===== src/rtl/vdp_sprite_row_fetch_if.sv =====
// Bundles the sprite row fetcher's hit-list, attribute, VRAM, row and status signals.
// Latency: none, wiring only.
// Backpressure: vram_req/vram_ack and row_valid/row_ready pairs carry the flow control.
interface vdp_sprite_row_fetch_if;
    // line control and hit-list writes from the collision evaluator
    logic        line_start;
    logic        hit_write_en;
    logic [7:0]  hit_sprite_id;
    logic [3:0]  hit_y_intersect;
    logic        hit_width_select;
    logic        eval_finished;
    // sprite attribute lookup
    logic [7:0]  attr_read_id;
    logic [9:0]  attr_tile;
    // VRAM read port
    logic        vram_req;
    logic [13:0] vram_addr;
    logic        vram_ack;
    logic [31:0] vram_data;
    // row stream to the line blitter
    logic        row_valid;
    logic        row_ready;
    logic [31:0] row_data;
    logic [7:0]  row_sprite_id;
    logic        row_half;
    // per-line status
    logic        fetch_done;
    logic        overflow;

    // fetcher side
    modport master (
        input  line_start, hit_write_en, hit_sprite_id, hit_y_intersect, hit_width_select,
        input  eval_finished, attr_tile, vram_ack, vram_data, row_ready,
        output attr_read_id, vram_req, vram_addr, row_valid, row_data, row_sprite_id,
        output row_half, fetch_done, overflow
    );

    // evaluator / attribute RAM / VRAM / blitter side
    modport slave (
        output line_start, hit_write_en, hit_sprite_id, hit_y_intersect, hit_width_select,
        output eval_finished, attr_tile, vram_ack, vram_data, row_ready,
        input  attr_read_id, vram_req, vram_addr, row_valid, row_data, row_sprite_id,
        input  row_half, fetch_done, overflow
    );
endinterface


===== src/rtl/vdp_sprite_row_fetch.sv =====
// Collects per-line sprite hits, then fetches one 4bpp 8-px VRAM row per hit half and streams them out.
// Latency: ATTR_LATENCY+1 cycles of attribute lookup, then VRAM ack + 1 cycle to row_valid.
// Backpressure: vram_addr held until vram_ack; row_valid/row_data held until row_ready; line_start aborts anything.
module vdp_sprite_row_fetch #(
    parameter int MAX_HITS     = 64,
    parameter int ATTR_LATENCY = 1
) (
    input  logic clk,
    input  logic reset_n,
    vdp_sprite_row_fetch_if.master bus
);
    localparam int PTR_W = $clog2(MAX_HITS);
    localparam int CNT_W = PTR_W + 1;
    localparam int LAT_W = $clog2(ATTR_LATENCY + 1) + 1;

    typedef struct packed {
        logic [7:0] id;
        logic [3:0] y;
        logic       wide;
    } hit_t;

    typedef enum logic [2:0] {IDLE, COLLECT, ATTR, REQ, EMIT, DONE} state_t;

    state_t           state, state_nxt;
    hit_t             hit_mem [MAX_HITS];
    hit_t             cur_hit;
    logic [CNT_W-1:0] hit_count;
    logic [PTR_W-1:0] rd_ptr;
    logic [LAT_W-1:0] attr_cnt;
    logic [9:0]       tile_q;
    logic             half_q;
    logic             overflow_q;
    logic [31:0]      row_data_q;
    logic [7:0]       row_id_q;
    logic             row_half_q;

    logic hit_store, hit_drop, attr_done, vram_take, row_xfer, last_hit, next_half;

    // The hit list is frozen once collection ends, so the current entry can be read combinationally.
    assign cur_hit   = hit_mem[rd_ptr];
    assign hit_store = (state == COLLECT) && bus.hit_write_en && !bus.eval_finished
                       && (hit_count != CNT_W'(MAX_HITS));
    assign hit_drop  = (state == COLLECT) && bus.hit_write_en && !bus.eval_finished
                       && (hit_count == CNT_W'(MAX_HITS));
    assign attr_done = (state == ATTR) && (attr_cnt == LAT_W'(ATTR_LATENCY));
    assign vram_take = (state == REQ) && bus.vram_ack;
    assign row_xfer  = (state == EMIT) && bus.row_ready;
    assign next_half = cur_hit.wide && !half_q;
    assign last_hit  = ({1'b0, rd_ptr} + CNT_W'(1)) == hit_count;

    // Next-state selection and state-decoded outputs; line_start overrides every state.
    always_comb begin
        state_nxt         = state;
        bus.vram_req      = 1'b0;
        bus.row_valid     = 1'b0;
        bus.fetch_done    = 1'b0;
        bus.attr_read_id  = 8'd0;
        bus.vram_addr     = 14'd0;
        case (state)
            COLLECT: begin
                if (bus.eval_finished)
                    state_nxt = (hit_count == '0) ? DONE : ATTR;
            end
            ATTR: begin
                bus.attr_read_id = cur_hit.id;
                if (attr_done)
                    state_nxt = REQ;
            end
            REQ: begin
                bus.vram_req  = 1'b1;
                // Right half uses the next tile; the 10-bit add wraps at 1024 naturally.
                bus.vram_addr = {tile_q + {9'd0, half_q}, cur_hit.y};
                if (vram_take)
                    state_nxt = EMIT;
            end
            EMIT: begin
                bus.row_valid = 1'b1;
                if (row_xfer) begin
                    if (next_half)
                        state_nxt = REQ;
                    else if (last_hit)
                        state_nxt = DONE;
                    else
                        state_nxt = ATTR;
                end
            end
            DONE: begin
                bus.fetch_done = 1'b1;
            end
            default: state_nxt = state;
        endcase
        if (bus.line_start)
            state_nxt = COLLECT;
    end

    assign bus.row_data      = row_data_q;
    assign bus.row_sprite_id = row_id_q;
    assign bus.row_half      = row_half_q;
    assign bus.overflow      = overflow_q;

    // State register.
    always_ff @(posedge clk or negedge reset_n) begin
        if (!reset_n)
            state <= IDLE;
        else
            state <= state_nxt;
    end

    // Hit-list storage; plain RAM, contents are only meaningful below hit_count.
    always_ff @(posedge clk) begin
        if (hit_store && !bus.line_start)
            hit_mem[hit_count[PTR_W-1:0]] <= '{id: bus.hit_sprite_id, y: bus.hit_y_intersect,
                                               wide: bus.hit_width_select};
    end

    // Hit counting, overflow flag, read pointer, attribute wait and tile/half tracking.
    always_ff @(posedge clk or negedge reset_n) begin
        if (!reset_n) begin
            hit_count  <= '0;
            overflow_q <= 1'b0;
            rd_ptr     <= '0;
            attr_cnt   <= '0;
            tile_q     <= '0;
            half_q     <= 1'b0;
        end else if (bus.line_start) begin
            hit_count  <= '0;
            overflow_q <= 1'b0;
            rd_ptr     <= '0;
            attr_cnt   <= '0;
            half_q     <= 1'b0;
        end else begin
            if (hit_store)
                hit_count <= hit_count + CNT_W'(1);
            if (hit_drop)
                overflow_q <= 1'b1;
            attr_cnt <= ((state == ATTR) && !attr_done) ? attr_cnt + LAT_W'(1) : '0;
            if (attr_done) begin
                tile_q <= bus.attr_tile;
                half_q <= 1'b0;
            end
            if (row_xfer) begin
                if (next_half)
                    half_q <= 1'b1;
                else if (!last_hit)
                    rd_ptr <= rd_ptr + PTR_W'(1);
            end
        end
    end

    // Row payload captured on the VRAM ack cycle and held until the blitter takes it.
    always_ff @(posedge clk or negedge reset_n) begin
        if (!reset_n) begin
            row_data_q <= '0;
            row_id_q   <= '0;
            row_half_q <= 1'b0;
        end else if (vram_take && !bus.line_start) begin
            row_data_q <= bus.vram_data;
            row_id_q   <= cur_hit.id;
            row_half_q <= half_q;
        end
    end
endmodule


===== src/flat_wrapper.sv =====
// flat-port wrapper written by rule: the top's interface ports become plain ports
module vdp_sprite_row_fetch_flat 
#(
    parameter int MAX_HITS     = 64,
    parameter int ATTR_LATENCY = 1
)
  (clk, reset_n, bus_line_start, bus_hit_write_en, bus_hit_sprite_id, bus_hit_y_intersect, bus_hit_width_select, bus_eval_finished, bus_attr_tile, bus_vram_ack, bus_vram_data, bus_row_ready, bus_attr_read_id, bus_vram_req, bus_vram_addr, bus_row_valid, bus_row_data, bus_row_sprite_id, bus_row_half, bus_fetch_done, bus_overflow);
  vdp_sprite_row_fetch_if bus_i ();
  input  logic clk;
  input  logic reset_n;
  input wire logic [$bits(bus_i.line_start)-1:0] bus_line_start;
  input wire logic [$bits(bus_i.hit_write_en)-1:0] bus_hit_write_en;
  input wire logic [$bits(bus_i.hit_sprite_id)-1:0] bus_hit_sprite_id;
  input wire logic [$bits(bus_i.hit_y_intersect)-1:0] bus_hit_y_intersect;
  input wire logic [$bits(bus_i.hit_width_select)-1:0] bus_hit_width_select;
  input wire logic [$bits(bus_i.eval_finished)-1:0] bus_eval_finished;
  input wire logic [$bits(bus_i.attr_tile)-1:0] bus_attr_tile;
  input wire logic [$bits(bus_i.vram_ack)-1:0] bus_vram_ack;
  input wire logic [$bits(bus_i.vram_data)-1:0] bus_vram_data;
  input wire logic [$bits(bus_i.row_ready)-1:0] bus_row_ready;
  output wire logic [$bits(bus_i.attr_read_id)-1:0] bus_attr_read_id;
  output wire logic [$bits(bus_i.vram_req)-1:0] bus_vram_req;
  output wire logic [$bits(bus_i.vram_addr)-1:0] bus_vram_addr;
  output wire logic [$bits(bus_i.row_valid)-1:0] bus_row_valid;
  output wire logic [$bits(bus_i.row_data)-1:0] bus_row_data;
  output wire logic [$bits(bus_i.row_sprite_id)-1:0] bus_row_sprite_id;
  output wire logic [$bits(bus_i.row_half)-1:0] bus_row_half;
  output wire logic [$bits(bus_i.fetch_done)-1:0] bus_fetch_done;
  output wire logic [$bits(bus_i.overflow)-1:0] bus_overflow;
  assign bus_i.line_start = bus_line_start;
  assign bus_i.hit_write_en = bus_hit_write_en;
  assign bus_i.hit_sprite_id = bus_hit_sprite_id;
  assign bus_i.hit_y_intersect = bus_hit_y_intersect;
  assign bus_i.hit_width_select = bus_hit_width_select;
  assign bus_i.eval_finished = bus_eval_finished;
  assign bus_i.attr_tile = bus_attr_tile;
  assign bus_i.vram_ack = bus_vram_ack;
  assign bus_i.vram_data = bus_vram_data;
  assign bus_i.row_ready = bus_row_ready;
  assign bus_attr_read_id = bus_i.attr_read_id;
  assign bus_vram_req = bus_i.vram_req;
  assign bus_vram_addr = bus_i.vram_addr;
  assign bus_row_valid = bus_i.row_valid;
  assign bus_row_data = bus_i.row_data;
  assign bus_row_sprite_id = bus_i.row_sprite_id;
  assign bus_row_half = bus_i.row_half;
  assign bus_fetch_done = bus_i.fetch_done;
  assign bus_overflow = bus_i.overflow;
  vdp_sprite_row_fetch #(.MAX_HITS(MAX_HITS), .ATTR_LATENCY(ATTR_LATENCY)) u_core (.clk(clk), .reset_n(reset_n), .bus(bus_i));
endmodule

===== config.mk =====
export PLATFORM = sky130hd
export DESIGN_NAME = vdp_sprite_row_fetch_flat
export DESIGN_NICKNAME = d
export VERILOG_FILES = /design/src/rtl/vdp_sprite_row_fetch_if.sv /design/src/rtl/vdp_sprite_row_fetch.sv /design/src/flat_wrapper.sv
export SDC_FILE = /design/constraint.sdc
export NUM_CORES = 1
export LEC_CHECK = 0
export ABC_AREA = 1
export ABC_CLOCK_PERIOD_IN_PS = 3000
export BUFFER_PORTS_ARGS = -buffer_cell sky130_fd_sc_hd__buf_2
export CAP_MARGIN = 10
export CORE_MARGIN = 4
export CORE_UTILIZATION = 50
export DETAILED_ROUTE_END_ITERATION = 16
export PLACE_DENSITY = 0.67
export SYNTH_ARGS = -nofsm -noshare
export SYNTH_HDL_FRONTEND = slang
export SYNTH_SLANG_ARGS = --single-unit

===== constraint.sdc =====
create_clock -name clk -period 3 [get_ports clk]
set_input_delay 0.45 -clock clk [delete_from_list [all_inputs] [get_ports clk]]
set_output_delay 0.45 -clock clk [all_outputs]
set_load 0.1 [all_outputs]

After elaboration in Yosys (flattened, before gate mapping). Memory sizes are Yosys's and may differ from the RTL's. Index checks and enable logic that the tools add are counted.

Register bits after elaboration: 71. RAM bits: 832. Bits of input ports: 62. Word-level logic and storage cells: 85. Memories: 1.

Add/sub/neg operators: 5. Equal/unequal tests: 15. Mux-type cells: 30. Bitwise gates (word level): 1. Reductions and logical operators: 23.

Memory list: u_core.hit_mem (words 64, bits a word 13, read ports 1, clocked after memory_dff 0, wr ports 1, line vdp_sprite_row_fetch.sv:25) `hit_t hit_mem [MAX_HITS];`.

Operator list (count): $mux 3 (8); $mux 6 (4); $mux 14 (1); $mux 7 (2); $pmux 3 s4 (1); $logic_and 1x1->1 (11); $mux 1 (11); $add 10x1->10 (1); $ne 3x2->1 const B (3); $mux 8 (1); $add 6x1->7 const B (1); $add 7x1->7 const B (1); $eq 7x7->1 (1); $eq 7x7->1 const B (1); $logic_not 7->1 (1); $ne 7x7->1 const B (1); $add 6x1->6 const B (1); $eq 3x2->1 const B (2); $eq 3x3->1 const B (2); $reduce_bool 2->1 (3); $reduce_and 5->1 (1); $reduce_bool 5->1 (1); $logic_not 1->1 (4); $mux 2 (2); 8 further kinds (9).

Depth between registers and ports, before layout.
Depth after elaboration: 7. Gate-level depth with buffers: 15.

Least setup slack after synthesis. No wires, ideal clock.

Path type: reg2out. Start point: reg u_core.half_q. End point: out bus_vram_addr[12]. Arrival: 3.240 ns. Slack: -0.690 ns. Cell stages (with the launch flop): 11. Path through: dfrtp_1 -> ha_1 -> ha_1 -> nand2_1 -> nor2_1 -> inv_1 -> nor2_1 -> nand3_1 -> inv_1 -> a21oi_1 -> nor3_1.

Word-level cells in the longest chain between the ends: 2.

RTL lines: start, declared (line vdp_sprite_row_fetch.sv:31) `logic half_q;`; start signal, assigned (line vdp_sprite_row_fetch.sv:124) `half_q <= 1'b0;`; start signal, assigned (line vdp_sprite_row_fetch.sv:130) `half_q <= 1'b0;`; start signal, assigned (line vdp_sprite_row_fetch.sv:139) `half_q <= 1'b0;`; $add 10x1->10 (line vdp_sprite_row_fetch.sv:72) `bus.vram_addr = {tile_q + {9'd0, half_q}, cur_hit.y};`; $mux 14 (line vdp_sprite_row_fetch.sv:59) `case (state)`; end, declared (line flat_wrapper.sv:23) `output wire logic [$bits(bus_i.vram_addr)-1:0] bus_vram_addr;`.

No other way between the ends.

Worst setup path after layout.
Start point: reg u_core.rd_ptr[0]. End point: out bus_attr_read_id[7].

Word-level cells in the longest chain between the ends: 2.

RTL lines: start, declared (line vdp_sprite_row_fetch.sv:28) `logic [PTR_W-1:0] rd_ptr;`; start signal, assigned (line vdp_sprite_row_fetch.sv:145) `rd_ptr <= rd_ptr + PTR_W'(1);`; $mem_v2 64x13; $mux 8 (line vdp_sprite_row_fetch.sv:59); end, declared (line flat_wrapper.sv:21) `output wire logic [$bits(bus_i.attr_read_id)-1:0] bus_attr_read_id;`.

No other way between the ends.

==> impl_metrics.prom <==
# TYPE chip_impl_metric gauge
chip_impl_info{name="status",value="finished, violations left"} 1
chip_impl_info{name="failed_checks",value="negative setup slack"} 1
chip_impl_metric{name="grt_pass1_wl",unit="um"} 150000
chip_impl_metric{name="die_height",unit="um"} 279
chip_impl_metric{name="layout.nets",unit=""} 3308
chip_impl_info{name="worst_setup_path_startpoint",value="u_core.rd_ptr[0]"} 1
chip_impl_metric{name="antenna_cells_inserted",unit=""} 0
chip_impl_info{name="endpoint",value="bus_attr_read_id[7]"} 1
chip_impl_metric{name="pin_count_of_the_biggest_net_entering_global_routing",unit=""} 65
chip_impl_metric{name="setup-violations-final",unit=""} 12
chip_impl_info{name="rsz0062_at_grt",value="true"} 1
chip_impl_metric{name="fmax",unit="MHz"} 292
chip_impl_metric{name="dr_vias",unit=""} 25112
chip_impl_info{name="critical_path_class",value="flop to output pin"} 1
chip_impl_metric{name="cp.depth",unit=""} 11
chip_impl_metric{name="viasPerCell",unit=""} 5.88
chip_impl_metric{name="finalWorstSetupSlack",unit="ps"} -421
chip_impl_metric{name="io_pins",unit=""} 129
chip_impl_metric{name="whs_path_depth",unit=""} 3
chip_impl_metric{name="fin_worst_hold_slack",unit="ps"} 23.1
chip_impl_info{name="cts.root.buffer_cell",value="clkbuf_16"} 1
chip_impl_metric{name="cts_max_path_buffers",unit=""} 3
chip_impl_metric{name="grt_util_all_layers",unit="%"} 25.4
chip_impl_metric{name="firstDrtPassIters",unit=""} 6
chip_impl_metric{name="grt_antenna_before_repair",unit=""} 0
chip_impl_info{name="critical_path.cell_chain",value="buf_12 > buf_16 > buf_16 > buf_4 > mux2i_1 > o211ai_1 > nand3_1 > nand3_2 > nand2_4 > nor2_4 > buf_12"} 1
chip_impl_metric{name="clk_latency",unit="ps"} 640
chip_impl_metric{name="port_buffers",unit=""} 128
chip_impl_metric{name="p_total",unit="uW"} 39000
chip_impl_metric{name="finalHoldViolCount",unit=""} 0
chip_impl_metric{name="synthArstFlopShare",unit="%"} 7.86
chip_impl_metric{name="ff2ff_path_depth",unit=""} 14
chip_impl_metric{name="grt_overflow",unit=""} 0
chip_impl_info{name="crit-reg2reg-launch",value="u_core.rd_ptr[0]"} 1
chip_impl_metric{name="max_stage_delay",unit="ps"} 510
chip_impl_metric{name="finalWeightedCongestion",unit=""} 0.905
chip_impl_metric{name="clk_pin_slew_worst_paths",unit="ps"} 60
chip_impl_info{name="reg_to_reg_endpoint",value="u_core.rd_ptr[1]"} 1
chip_impl_metric{name="route.antenna.remaining_nets",unit=""} 0
chip_impl_info{name="worst_setup_path_end_kind",value="output pin"} 1
chip_impl_metric{name="final_cell_count_no_fill",unit=""} 4270
chip_impl_metric{name="synth_cell_types",unit=""} 46
chip_impl_metric{name="number_of_flops_mapped_to_enable_cells_by_yosys",unit=""} 832
chip_impl_metric{name="synth_fp_nets",unit=""} 3033
chip_impl_info{name="final_common_cell",value="edfxtp_1"} 1
chip_impl_metric{name="remaining_drc_errors",unit=""} 0
chip_impl_metric{name="first_global_vias",unit=""} 24323
chip_impl_metric{name="synthesis.instances",unit=""} 2965
chip_impl_metric{name="relSlewSlack",unit="%"} 34.7
chip_impl_metric{name="synth_area_per_cell",unit="um2"} 12.4
chip_impl_metric{name="path_buf_inv",unit=""} 5
chip_impl_metric{name="wl_per_cell",unit="um"} 23.8
chip_impl_info{name="layout.cells.most_common_list",value="832 x edfxtp_1, 699 x nand2_1, 291 x nor2_1"} 1
chip_impl_metric{name="synth_seq_area_share",unit="%"} 73.0
chip_impl_metric{name="timing.critical_path.required",unit="ps"} 2550
chip_impl_metric{name="numClockSinks",unit=""} 903
chip_impl_metric{name="power_density",unit="mW/mm2"} 887
chip_impl_info{name="min-delay-path-class",value="primary input to flop"} 1
chip_impl_metric{name="setup-tns-final",unit="ps"} -4660
chip_impl_metric{name="row_count",unit=""} 99
chip_impl_metric{name="floorplan.die.width",unit="um"} 279
chip_impl_metric{name="design.die.area",unit="mm2"} 0.0777
chip_impl_metric{name="detailed_place_hpwl",unit="um"} 58500
chip_impl_metric{name="power.leakage",unit="uW"} 0.0161
chip_impl_metric{name="postSynthRegisterBits",unit=""} 903
chip_impl_metric{name="timing.final.crit_period",unit="ps"} 3420
chip_impl_metric{name="worst-endpoint-arrival",unit="ps"} 2970
chip_impl_info{name="start_kind",value="flop"} 1
chip_impl_metric{name="tightestPinTransition",unit="ps"} 978
chip_impl_info{name="cts_tree",value="done"} 1
chip_impl_metric{name="worst-path-max-fanout",unit=""} 8
chip_impl_metric{name="timing.reg2reg.setup_slack",unit="ps"} 180
chip_impl_info{name="synthFlopType",value="edfxtp_1"} 1
chip_impl_metric{name="area_growth",unit="%"} 19.9
chip_impl_metric{name="irDropWorstVdd",unit="mV"} 0.771
chip_impl_metric{name="synth_warn",unit=""} 0
chip_impl_metric{name="final_layout_size_suffix_gt1_share",unit="%"} 19.0
chip_impl_metric{name="timing.max_cap.violations",unit=""} 0
chip_impl_metric{name="mappedNetlistArea",unit="mm2"} 0.0367
chip_impl_metric{name="dp.cells",unit=""} 4049
chip_impl_metric{name="finalCritPeriodShare",unit="%"} 114
chip_impl_metric{name="ctsHtreeMaxLevel",unit=""} 3
chip_impl_metric{name="floorplan.initialDensity",unit="%"} 50.3
chip_impl_metric{name="cts_buffers",unit=""} 90
chip_impl_metric{name="detail_route.wirelength",unit="um"} 102000
chip_impl_info{name="cpLargestDelayFamily",value="buffers and inverters"} 1
chip_impl_metric{name="timing_max_transition_violations_final",unit=""} 0
chip_impl_metric{name="design.core.area",unit="mm2"} 0.0728
chip_impl_metric{name="worst_clock_skew",unit="ps"} 24.5
chip_impl_info{name="critPathSlowestCell",value="dfrtp_4"} 1
chip_impl_metric{name="detail_route.iter0.violations",unit=""} 2813
==> synth_stat cells (44+ instances only) <==
library cell,instances,share of area [%]
edfxtp_1,832,68
o211ai_1,53,1.1
o21ai_0,187,2.6
dfrtp_1,71,4.8
nand3_1,115,1.6
nor2_1,313,3.2
nand2_1,717,7.3
a21oi_1,172,2.3
nor3_1,44,0.60
buf_2,89,1.2
o22ai_1,97,1.7
mux2i_1,60,1.6
==> worst min path at each step <==
stage	from	end
after floorplan	reset_n	u_core.attr_cnt[0]
after global placement	u_core.attr_cnt[0]	u_core.attr_cnt[0]
after detailed placement	u_core.attr_cnt[0]	u_core.attr_cnt[0]
after CTS	bus_vram_data[12]	u_core.bus.row_data[12]
after global routing	bus_vram_data[23]	u_core.bus.row_data[23]
final	bus_vram_data[12]	u_core.bus.row_data[12]
==> metal layers <==
layer | part of all wire [%] | track usage (%)
met3 | 9.5 | 4.35
met5 | 0 | 0
met1 | 39 | 35.0
met2 | 48 | 41.7
met4 | 2.8 | 8.28
==> kinds of logic (layout without fill, tap and decap cells) <==
| group | count (synthesis) | after routing | synth area share [%] |
|---|---|---|---|
| compound gates | 556 | 556 | 8.45 |
| xor+xnor | 4 | 4 | 0.0956 |
| fa+ha+maj | 6 | 6 | 0.205 |
| buf+inv | 219 | 565 | 3.16 |
| flops | 903 | 903 | 73.0 |
| mux | 65 | 65 | 1.79 |
| simple gates | 1212 | 1212 | 13.3 |
==> registers in the layout (all words and copies together) (netlist names) <==
signal,flops
u_core.tile_q,10
u_core.bus.row_half,1
u_core.state,3
u_core.bus.row_data,32
u_core.bus.overflow,1
u_core.hit_count,7
u_core.bus.row_sprite_id,8
u_core.hit_mem,832
u_core.rd_ptr,6
u_core.attr_cnt,2
u_core.half_q,1
==> stage by stage <==
step                util (%)  setup slack, ps  area [um2]
global placement        54.1             7.61       39400
floorplan                  -             70.2       36700
global route            60.4             -484       44000
CTS                     59.8             -433       43600
detailed placement      54.1            -26.3       39400
finish                  60.4             -421       44000
==> timing repair <==
item | CTS | global route
hold buffers | 10 | 0
pin swaps | 39 | 41
buffers inserted | 20 | 8
gates cloned | 19 | 4
endpoints found under the setup margin | 18 | 185
resized for setup | 125 | 73
hold endpoints to repair | 41 | 0
==> worst reg2reg max path, cell delays in order, from the launching register on <==
cell      delay (ps)
dfrtp_4          450
buf_12           170
buf_12           170
buf_16           270
buf_4            210
ha_2             230
nand4_1          150
nor2_1           180
xor2_1           220
nand3b_1         110
nor2_1           180
o21ai_4          110
nand2_2          130
nand2_1           60
nand2_1          100
==> report_power, final <==
group / switching (uW) / total [uW] / leakage [uW] / internal, uW
sequential: 201 / 14200 / 0.00839 / 14000
clock: 4600 / 10700 / 0.00135 / 6050
combinational: 9320 / 14100 / 0.00634 / 4790
total: 14100 / 39000 / 0.0161 / 24900
==> area by class of cell <==
cell class | instances | area (um2)
Multi-Input combinational cell | 1843 | 9390
Clock inverter | 50 | 394
Fill cell | 5475 | 28900
Clock buffer | 113 | 2380
Timing Repair inverter | 2 | 25.0
Inverter | 44 | 203
Tap cell | 959 | 1200
Sequential cell | 903 | 26800
Timing Repair Buffer | 356 | 3600
Note: power is estimated with default switching activity, not from simulation.
